===== config.mk =====
export PLATFORM = sky130hd
export DESIGN_NAME = or_gate_exerciser
export DESIGN_NICKNAME = d
export VERILOG_FILES = /design/src/rtl/or_gate_exerciser_pkg.sv /design/src/rtl/or_gate_exerciser_settle_timer.sv /design/src/rtl/or_gate_exerciser.sv
export SDC_FILE = /design/constraint.sdc
export NUM_CORES = 1
export LEC_CHECK = 0
export BUFFER_PORTS_ARGS = -buffer_cell sky130_fd_sc_hd__clkbuf_2
export CAP_MARGIN = 20
export CELL_PAD_IN_SITES_DETAIL_PLACEMENT = 1
export CELL_PAD_IN_SITES_GLOBAL_PLACEMENT = 1
export CORE_MARGIN = 3
export CORE_UTILIZATION = 35
export CTS_BUF_LIST = sky130_fd_sc_hd__clkbuf_8
export DETAILED_ROUTE_END_ITERATION = 8
export GPL_TIMING_DRIVEN = 0
export PLACE_DENSITY = 0.65
export SYNTH_ARGS = -nofsm -noshare
export SYNTH_HDL_FRONTEND = slang
export SYNTH_HIERARCHICAL = 1
export SYNTH_SLANG_ARGS = --single-unit

===== constraint.sdc =====
create_clock -name clk -period 3.5 [get_ports clk]
set_input_delay 0.175 -clock clk [delete_from_list [all_inputs] [get_ports clk]]
set_output_delay 0.175 -clock clk [all_outputs]
set_load 0.05 [all_outputs]

===== src/rtl/or_gate_exerciser_pkg.sv =====
// rtl/or_gate_exerciser_pkg.sv - shared types and helpers for the OR gate exerciser
package or_gate_exerciser_pkg;

    typedef enum logic [2:0] {
        IDLE   = 3'd0,
        DRIVE  = 3'd1,
        SETTLE = 3'd2,
        CHECK  = 3'd3,
        DONE   = 3'd4
    } state_t;

    // Bits needed to hold the value v without wrap.
    function automatic int cnt_width(input int unsigned v);
        return (v <= 1) ? 1 : $clog2(v + 1);
    endfunction

    // Golden model of the gate under test; callers zero-extend narrower vectors.
    function automatic logic golden_or(input logic [7:0] v);
        return |v;
    endfunction

endpackage


===== src/rtl/or_gate_exerciser_settle_timer.sv =====
// rtl/or_gate_exerciser_settle_timer.sv - loadable down-counter timing the settle window
module settle_timer
    import or_gate_exerciser_pkg::*;
#(
    parameter int SETTLE_CYCLES = 2
) (
    input  logic clk,
    input  logic rst,
    input  logic load,
    input  logic en,
    output logic expire
);

    localparam int W = cnt_width(SETTLE_CYCLES);

    logic [W-1:0] count;

    always_ff @(posedge clk or posedge rst) begin
        if (rst) begin
            count <= '0;
        end else if (load) begin
            count <= W'(SETTLE_CYCLES);
        end else if (en && count != '0) begin
            count <= count - W'(1);
        end
    end

    // Expiry on the last held cycle gives exactly SETTLE_CYCLES cycles in SETTLE.
    assign expire = (count == W'(1));

endmodule


===== src/rtl/or_gate_exerciser.sv =====
// rtl/or_gate_exerciser.sv - sweeps every input vector of an OR gate and scores the results
module or_gate_exerciser
    import or_gate_exerciser_pkg::*;
#(
    parameter int N_INPUTS      = 2,
    parameter int SETTLE_CYCLES = 2
) (
    input  logic                clk,
    input  logic                rst,
    input  logic                start,
    output logic [N_INPUTS-1:0] drive,
    input  logic                gate_out,
    output logic                busy,
    output logic                done,
    output logic                mismatch,
    output logic [N_INPUTS-1:0] mismatch_vec,
    output logic [N_INPUTS:0]   pass_count,
    output logic [N_INPUTS:0]   fail_count
);

    localparam logic [N_INPUTS:0]   ONE_CNT = (N_INPUTS + 1)'(1);
    localparam logic [N_INPUTS-1:0] ONE_VEC = N_INPUTS'(1);

    state_t              state;
    state_t              state_next;
    logic [N_INPUTS-1:0] vec;
    logic                expire;
    logic                go;
    logic                expected;

    settle_timer #(
        .SETTLE_CYCLES(SETTLE_CYCLES)
    ) u_settle_timer (
        .clk   (clk),
        .rst   (rst),
        .load  (state == DRIVE),
        .en    (state == SETTLE),
        .expire(expire)
    );

    assign go       = start && (state == IDLE || state == DONE);
    assign expected = golden_or(8'(vec));

    always_ff @(posedge clk or posedge rst) begin
        if (rst) begin
            state <= IDLE;
        end else begin
            state <= state_next;
        end
    end

    always_comb begin
        state_next = state;
        case (state)
            IDLE:    if (start) state_next = DRIVE;
            DRIVE:   state_next = SETTLE;
            SETTLE:  if (expire) state_next = CHECK;
            CHECK:   state_next = (&vec) ? DONE : DRIVE;
            DONE:    if (start) state_next = DRIVE;
            default: state_next = IDLE;
        endcase
    end

    always_comb begin
        busy  = 1'b0;
        done  = 1'b0;
        drive = '0;
        case (state)
            DRIVE, SETTLE, CHECK: begin
                busy  = 1'b1;
                drive = vec;
            end
            DONE:    done = 1'b1;
            default: ;
        endcase
    end

    // Scoreboard; mismatch is cleared every cycle so it only pulses after a failing CHECK.
    always_ff @(posedge clk or posedge rst) begin
        if (rst) begin
            vec          <= '0;
            pass_count   <= '0;
            fail_count   <= '0;
            mismatch     <= 1'b0;
            mismatch_vec <= '0;
        end else begin
            mismatch <= 1'b0;
            if (go) begin
                vec        <= '0;
                pass_count <= '0;
                fail_count <= '0;
            end else if (state == CHECK) begin
                if (gate_out == expected) begin
                    pass_count <= pass_count + ONE_CNT;
                end else begin
                    fail_count   <= fail_count + ONE_CNT;
                    mismatch     <= 1'b1;
                    mismatch_vec <= vec;
                end
                if (!(&vec)) begin
                    vec <= vec + ONE_VEC;
                end
            end
        end
    end

endmodule


==> results of run 1 <==
## where the power goes
group / leakage, nW / total [mW] / internal [mW] / switching [mW]
Sequential: 0.208 / 0.304 / 0.248 / 0.0560
Combinational: 0.334 / 0.549 / 0.199 / 0.350
Clock: 0.0288 / 0.163 / 0.0997 / 0.0635
Total: 0.571 / 1.02 / 0.546 / 0.470
## registers in the layout (all words and copies together), names as in the netlist
signal                cells
mismatch_vec              2
state                     3
fail_count                3
mismatch                  1
pass_count                3
u_settle_timer/count      2
vec                       2
## final timing paths
path / startpoint / endpoint / cells past startpoint
worst max-delay path: state[1] / done / 4
worst min-delay path: start / state[2] / 2
worst max register to register: vec[0] / mismatch_vec[0] / 5
worst min register to register: fail_count[2] / fail_count[2] / 1
max in group asynchronous: rst / state[0] / 3
min in group asynchronous: rst / u_settle_timer/count[0] / 3
## cell families (layout without fill, tap and decap cells)
kind of cell               Yosys count  count (layout)  synth area share
and+or+nand+nor                     28              28             0.200
DFF                                 16              16             0.448
buffers and inverters               13              34            0.0657
muxes                               11              11             0.131
adders and majority gates            6               6            0.0839
AOI/OAI and AO/OA                    5               5            0.0336
xor gates and xnor gates             3               3            0.0378
## cell type report
type                       instances  area (µm²)  share of cell area
timing repair buffer              17        90.1              0.0838
buffer                             3        21.3              0.0198
multi-input combinational         53         435               0.405
sequential                        16         400               0.373
clock buffer                       4        55.1              0.0512
tap                               28        35.0              0.0326
inverter                          10        37.5              0.0349
## layer usage
layer  wire length (µm)  vias to the layer above  share of wire  track usage
li1                   -                      309              -            -
met1                809                      296           0.48        0.155
met2                770                       15           0.46        0.185
met3                 70                        4          0.042       0.0368
met4                 30                        0          0.018       0.0610
met5                  0                        -              0            0
## stage by stage
step                      cell area, µm²  std cells  total power, mW
final                               1070        131             1.02
after global routing                1070        131             1.10
after CTS                           1070        131             1.03
after detailed placement            1010        126            0.865
after global placement              1010        126            0.844
after floorplan                      895         82            0.747
## what timing repair did
action / 4_1_cts / 5_1_grt
endpoints found under the hold margin: 16 / 0
resized for setup: 0 / 0
hold buffers: 1 / 0
## placed cells by master, fill, tap and decap left out, drive strengths merged, types with 2 or more instances in the layout
master,n
nor2,7
xnor2,2
buf,3
dfrtp,16
mux2i,8
mux2,3
nor3,3
clkbuf,20
nand2,7
nor2b,3
a21oi,2
ha,6
inv,10
==> flow_metrics.py, run 1 <==
metrics = {
    "finish": {
        "utilization": 0.464,
        "area_delta_synth_final_pct": 20.1,
        "fin_nets": 114,
        "layout-drive-gt1-share": 0.311,
        "fillers": 267,
        "antennaDiodeCount": 0,
    },
    "power_and_ir_drop": {
        "p_leak_nw": 0.571,
        "p_per_area_nw_per_um2": 945,
        "vdd_drop_max_v": 0.000429,
    },
    "placed_design": {
        "routabilityCongestion": 0.675,
        "dpl.hpwl_um": 1310,
        "numPortBuffers": 16,
        "pre_cts_ws_ns": 1.89,
    },
    "worst_setup_path": {
        "crit_arrival_ns": 1.52,
        "crit_path_max_incr_delay_ns": 0.47,
        "worst-path-buf-inv": 2,
        "critical_path_class": "flip-flop to output pin",
        "cp.required_ns": 3.32,
        "startpoint_type": "flip-flop",
        "cpLargestDelayFamily": "simple AND/OR/NAND/NOR gates",
        "crit_slowest_cell": "dfrtp_1",
        "cp_cell_sequence": "nor2_1 -> nand2_1 -> inv_1 -> clkbuf_2",
        "end_kind": "output pin",
        "worstPathMaxFanout": 8,
        "reg2reg_slack_ns": 1.91,
    },
    "cts": {
        "clkTransAtPathRegs_ns": 0.07,
        "postCtsSetupRepairBufs": 0,
        "root_buffer": "clkbuf_8",
        "cts_made_buffers": 3,
        "cts_buffer_depth": 2,
        "clock_latency_ns": 0.25,
        "cts_sinks": 16,
        "cts_tree": "built",
        "htreeDepth": 1,
    },
    "synthesis": {
        "yosys_warnings": 6,
        "ys_seq_elements": 16,
        "synth_edf_count": 0,
        "synthArstFlopShare": 1.00,
        "syn_inst": 82,
        "synth_cell_types": 28,
        "synth_area_um2": 895,
        "synth_flop_cell": "dfrtp_1",
        "yosysSeqAreaShare": 0.448,
        "synth_common_cells": "16 x dfrtp_1, 10 x inv_1, 8 x mux2i_1",
        "yosysMostFrequentCell": "dfrtp_1",
        "synth_fp_nets": 92,
        "netlist.area_leader.share": 0.448,
        "netlist_top_cells_area": "dfrtp_1 45%, mux2i_1 9.0%, ha_1 8.4%, inv_1 4.2%, nand2_1 2.9%",
        "syn_area_per_cell_um2": 10.9,
        "synth.largest_area_cell": "dfrtp_1",
    },
    "route": {
        "routed_via_density": 4.76,
        "drt_first_iter_violations": 1,
        "dr.pass1.iters": 2,
        "drc_errors": 0,
        "wirelength_um": 1680,
        "vias": 624,
        "drtAntennaViolNets": 0,
        "wire_per_inst_um": 12.8,
    },
    "global_routing": {
        "grtUsageTotal": 0.122,
        "grt_max_degree": 15,
        "grt_pass1_wl_um": 2930,
        "grt_overflow_total": 0,
        "grt_pass1_vias": 655,
        "antenna_found_initial": 0,
    },
    "die": {
        "num_rows": 17,
        "start_util": 0.386,
        "io_pins": 17,
        "dieHeight_um": 56.6,
        "dieArea_um2": 3200,
        "core_area_um2": 2320,
        "die_x_um": 56.6,
    },
    "sta": {
        "post-route-period-util": 0.485,
        "holdWs_ns": 0.147,
        "min_period_ns": 1.70,
        "finClkSkew_ns": 0.00702,
        "timing_hold_violations_final": 0,
        "setup_viol": 0,
        "rsz0062_at_grt": "no",
        "setup_slack_ns": 1.80,
        "fmax_mhz": 589,
        "tightest_slew_ns": 0.545,
        "max-slew-margin-rel": 0.637,
        "finalMaxSlewViolations": 0,
        "fin_setup_tns_ns": 0,
    },
    "status": {
        "status": "complete, no violations",
    },
    "min_path": {
        "hold_path.class": "input pin to flip-flop",
    },
    "flow_run": {
        "drv_cap": 0,
    },
}
No activity file was read; power rests on OpenSTA's default activity.
==> run 2: changes to the inputs <==
- clock period: 3.5 -> 1.7 ns (I/O delays scaled with it)
==> flow_metrics.py, run 2 (same netlist as run 1, synthesis figures left out) <==
metrics = {
    "sta": {
        "post-route-period-util": 0.939,
        "max-slew-margin-rel": 0.639,
        "setup_viol": 0,
        "finalMaxSlewViolations": 0,
        "finClkSkew_ns": 0.00464,
        "min_period_ns": 1.60,
        "timing_hold_violations_final": 0,
        "holdWs_ns": 0.0628,
        "tightest_slew_ns": 0.540,
        "fmax_mhz": 626,
        "rsz0062_at_grt": "no",
    },
    "cts": {
        "clkTransAtPathRegs_ns": 0.07,
        "cts_tree": "built",
        "cts_sinks": 16,
        "postCtsSetupRepairBufs": 0,
        "cts_made_buffers": 3,
        "clock_latency_ns": 0.25,
        "root_buffer": "clkbuf_8",
        "htreeDepth": 1,
        "cts_buffer_depth": 2,
    },
    "worst_setup_path": {
        "rr_worst_depth": 5,
        "cp.required_ns": 1.84,
        "end_kind": "flip-flop",
        "crit_slowest_cell": "dfrtp_1",
        "reg2reg_slack_ns": 0.10,
        "startpoint_type": "flip-flop",
        "timing.rr.end": "mismatch_vec[0]",
        "crit_path_max_incr_delay_ns": 0.41,
        "crit_end": "mismatch_vec[0]",
        "worstPathMaxFanout": 5,
        "r2r-start": "vec[0]",
        "cp_cell_sequence": "inv_1 -> ha_1 -> xor2_2 -> nor2_4 -> mux2_2",
        "critPathLaunch": "vec[0]",
        "crit_arrival_ns": 1.73,
        "critical_path_class": "flip-flop to flip-flop",
    },
    "finish": {
        "mostFrequentLayoutCells": "16 x dfrtp_1, 16 x clkbuf_2, 10 x inv_1",
        "layout-drive-gt1-share": 0.320,
        "antennaDiodeCount": 0,
        "fin_nets": 114,
        "finalNonFillerCells": 131,
        "area_delta_synth_final_pct": 20.4,
        "utilization": 0.465,
        "top_regs": "fail_count (3), pass_count (3), state (3)",
    },
    "power_and_ir_drop": {
        "p_leak_nw": 0.571,
        "p_total_mw": 2.10,
        "vdd_drop_max_v": 0.000889,
        "p_per_area_nw_per_um2": 1950,
    },
    "die": {
        "dieArea_um2": 3200,
        "num_rows": 17,
        "die_x_um": 56.6,
        "start_util": 0.386,
        "core_area_um2": 2320,
        "dieHeight_um": 56.6,
        "io_pins": 17,
    },
    "route": {
        "wire_per_inst_um": 12.9,
        "vias": 626,
        "drc_errors": 0,
        "drt_first_iter_violations": 4,
        "routed_via_density": 4.78,
        "dr.pass1.iters": 3,
        "wirelength_um": 1690,
        "drtAntennaViolNets": 0,
    },
    "placed_design": {
        "routabilityCongestion": 0.675,
        "numPortBuffers": 16,
        "dpl.hpwl_um": 1310,
        "placed_cells": 126,
    },
    "global_routing": {
        "grt_pass1_wl_um": 2930,
        "grt_max_degree": 15,
        "grt_overflow_total": 0,
        "grtUsageTotal": 0.122,
        "antenna_found_initial": 0,
        "grt_pass1_vias": 655,
    },
    "status": {
        "status": "complete, no violations",
    },
    "min_path": {
        "hold_path.class": "input pin to flip-flop",
    },
    "flow_run": {
        "drv_cap": 0,
    },
}
==> run 2: cell count changes in the layout (fill, tap and decap cells not counted) <==
cell,previous run,this run
nor2_1,6,5
nor2_2,0,1
==> run 2: worst max-delay path: cells and delay by family (launching register included) <==
| family | cells | cell delay [ns] |
|---|---|---|
| flops | 1 | 0.41 |
| mux | 1 | 0.35 |
| fa+ha+maj | 1 | 0.24 |
| xor+xnor | 1 | 0.22 |
| simple gates | 1 | 0.18 |
| buf+inv | 1 | 0.08 |
==> run 2: final cells by class <==
cell class	instances	area [µm²]
Tap cell	28	35.0
Fill cell	266	1240
Inverter	10	37.5
Timing Repair Buffer	17	90.1
Multi-Input combinational cell	53	438
Sequential cell	16	400
Clock buffer	4	55.1
Buffer	3	21.3
==> run 2: how the worst min path moves through the flow <==
| stage | from | endpoint | slack [ns] | cells past startpoint |
|---|---|---|---|---|
| floorplan | rst | u_settle_timer/count[0] | -0.17 | 1 |
| global placement | rst | u_settle_timer/count[0] | -0.07 | 2 |
| detailed placement | rst | u_settle_timer/count[0] | -0.07 | 2 |
| CTS | start | state[2] | 0.06 | 2 |
| global route | start | state[2] | 0.07 | 2 |
| finish | start | state[2] | 0.06 | 2 |
==> run 2: stage by stage <==
step	instance area [µm²]	worst slack [ns]	setup TNS (ns)
after floorplan	895	-0.0336	-0.0673
after global placement	1010	0.114	0
after detailed placement	1010	0.0914	0
after CTS	1070	0.0732	0
after global routing	1080	0.00516	0
final	1080	0.104	0
==> run 2: report_power, final <==
group	internal, mW	leakage, nW	total [mW]	switching, mW
clock	0.205	0.0288	0.336	0.131
combinational	0.412	0.335	1.14	0.724
sequential	0.511	0.208	0.629	0.118
==> run 2: timing repair <==
item                       CTS  global route
hold endpoints to repair    16             0
setup endpoints to repair    0             1
hold buffers                 1             0
gates resized for setup      0             1
==> run 2: per-layer routing <==
metal | vias up | routed length (µm) | global-route usage
li1 | 310 | - | -
met1 | 297 | 802 | 0.155
met2 | 15 | 782 | 0.185
met3 | 4 | 69 | 0.0368
met4 | 0 | 34 | 0.0610
met5 | - | 0 | 0
==> run 3: changes to the inputs <==
- GPL_TIMING_DRIVEN: 0 -> not set
==> flow_metrics.py, run 3 (same netlist as run 1, synthesis figures left out) <==
metrics = {
    "status": {
        "status": "complete, no violations",
    },
    "global_routing": {
        "grt_pass1_wl_um": 3110,
        "antenna_found_initial": 0,
        "grt_pass1_vias": 671,
        "grtUsageTotal": 0.128,
        "grt_overflow_total": 0,
        "grt_max_degree": 15,
    },
    "sta": {
        "fmax_mhz": 625,
        "post-route-period-util": 0.941,
        "max-slew-margin-rel": 0.614,
        "min_period_ns": 1.60,
        "timing_hold_violations_final": 0,
        "tightest_slew_ns": 0.579,
        "setup_slack_ns": 0.100,
        "fin_setup_tns_ns": 0,
        "setup_viol": 0,
        "finClkSkew_ns": 0.00673,
        "finalMaxSlewViolations": 0,
        "rsz0062_at_grt": "no",
    },
    "die": {
        "core_area_um2": 2320,
        "dieArea_um2": 3200,
        "num_rows": 17,
        "die_x_um": 56.6,
        "io_pins": 17,
        "start_util": 0.386,
        "dieHeight_um": 56.6,
    },
    "route": {
        "drt_first_iter_violations": 14,
        "vias": 632,
        "drtAntennaViolNets": 0,
        "routed_via_density": 4.98,
        "wirelength_um": 1850,
        "wire_per_inst_um": 14.6,
        "drc_errors": 0,
        "dr.pass1.iters": 4,
    },
    "worst_setup_path": {
        "cpLargestDelayFamily": "flip-flops",
        "crit_arrival_ns": 1.73,
        "startpoint_type": "flip-flop",
        "critical_path_class": "flip-flop to flip-flop",
        "cp_cell_sequence": "inv_1 -> ha_1 -> xor2_2 -> nor2_4 -> mux2_2",
        "end_kind": "flip-flop",
        "cp.required_ns": 1.83,
        "crit_path_max_incr_delay_ns": 0.41,
        "worst-path-buf-inv": 1,
        "worstPathMaxFanout": 5,
        "crit_slowest_cell": "dfrtp_1",
    },
    "finish": {
        "fillers": 273,
        "top_regs": "fail_count (3), pass_count (3), state (3)",
        "antennaDiodeCount": 0,
        "mostFrequentLayoutCells": "16 x dfrtp_1, 16 x clkbuf_2, 10 x inv_1",
        "area_delta_synth_final_pct": 17.1,
        "layout-drive-gt1-share": 0.293,
        "utilization": 0.452,
        "fin_nets": 111,
    },
    "cts": {
        "cts_buffer_depth": 2,
        "cts_tree": "built",
        "clkTransAtPathRegs_ns": 0.06,
        "cts_made_buffers": 3,
        "cts_sinks": 16,
        "root_buffer": "clkbuf_8",
        "clock_latency_ns": 0.25,
        "htreeDepth": 1,
    },
    "placed_design": {
        "routabilityCongestion": 0.757,
        "numPortBuffers": 16,
        "pre_cts_ws_ns": 0.119,
        "dpl.hpwl_um": 1360,
    },
    "power_and_ir_drop": {
        "p_leak_nw": 0.551,
        "power_frac_seq": 0.332,
        "vdd_drop_max_v": 0.000947,
        "swShare": 0.481,
        "p_int_mw": 1.06,
        "p_per_area_nw_per_um2": 1950,
        "p_total_mw": 2.04,
        "p_sw_uw": 982,
        "power_frac_clock": 0.137,
        "comb_power_share": 0.530,
    },
    "flow_run": {
        "drv_cap": 0,
    },
    "min_path": {
        "hold_path.class": "input pin to flip-flop",
    },
}
==> run 3: changes by cell type in the layout (fill, tap and decap cells not counted) <==
cell | before | now
buf_2 | 2 | 0
nor2_4 | 1 | 2
buf_6 | 1 | 0
nor2_2 | 1 | 0
clkbuf_8 | 4 | 3
==> run 3: power groups by stage <==
stage	clock network, mW	logic (mW)	registers (mW)
6_report	0.280	1.08	0.678
5_1_grt	0.312	1.18	0.702
4_1_cts	0.290	1.10	0.668
3_5_place_dp	0	1.08	0.669
3_3_place_gp	0	1.05	0.659
2_1_floorplan	0	0.712	0.825
==> run 3: repair_timing <==
item,in CTS,in global routing
hold buffers,1,0
hold endpoints to repair,16,0
resized for setup,1,1
setup endpoints to repair,1,1
buffers inserted,0,0
==> run 3: final timing paths <==
check | cells past startpoint | to | slack (ns) | start
max reg2reg | 5 | mismatch_vec[1] | 0.10 | vec[0]
min in group asynchronous | 3 | u_settle_timer/count[0] | 0.22 | rst
min | 2 | state[2] | 0.07 | start
max | 5 | mismatch_vec[1] | 0.10 | vec[0]
max in group asynchronous | 3 | fail_count[0] | 0.88 | rst
min reg2reg | 1 | fail_count[2] | 0.49 | fail_count[2]
==> run 3: area by class of cell <==
| cell class | count | area (µm²) | area share |
|---|---|---|---|
| Clock buffer | 3 | 41.3 | 0.0394 |
| Inverter | 10 | 37.5 | 0.0358 |
| Multi-Input combinational cell | 53 | 443 | 0.423 |
| Sequential cell | 16 | 400 | 0.382 |
| Tap cell | 28 | 35.0 | 0.0335 |
| Timing Repair Buffer | 17 | 90.1 | 0.0860 |
==> run 3: metal layers <==
metal / wire (µm) / up-vias / GRT usage
li1: - / 299 / -
met2: 931 / 18 / 0.193
met5: 0 / - / 0
met4: 17 / 0 / 0.0508
met1: 810 / 311 / 0.159
met3: 90 / 4 / 0.0575
==> run 3: worst register-to-register path: stages (launching register included) <==
cell     delay [ns]
dfrtp_1        0.41
inv_1          0.09
ha_1           0.23
xor2_2         0.22
nor2_4         0.19
mux2_2         0.35
==> run 3: per-stage QoR <==
stage	instances	hold WS, ns	area, µm²
after CTS	127	0.0641	1040
after global routing	127	0.0813	1050
after detailed placement	123	-0.0686	988
after floorplan	82	-0.174	895
final	127	0.0679	1050
after global placement	123	-0.0712	988
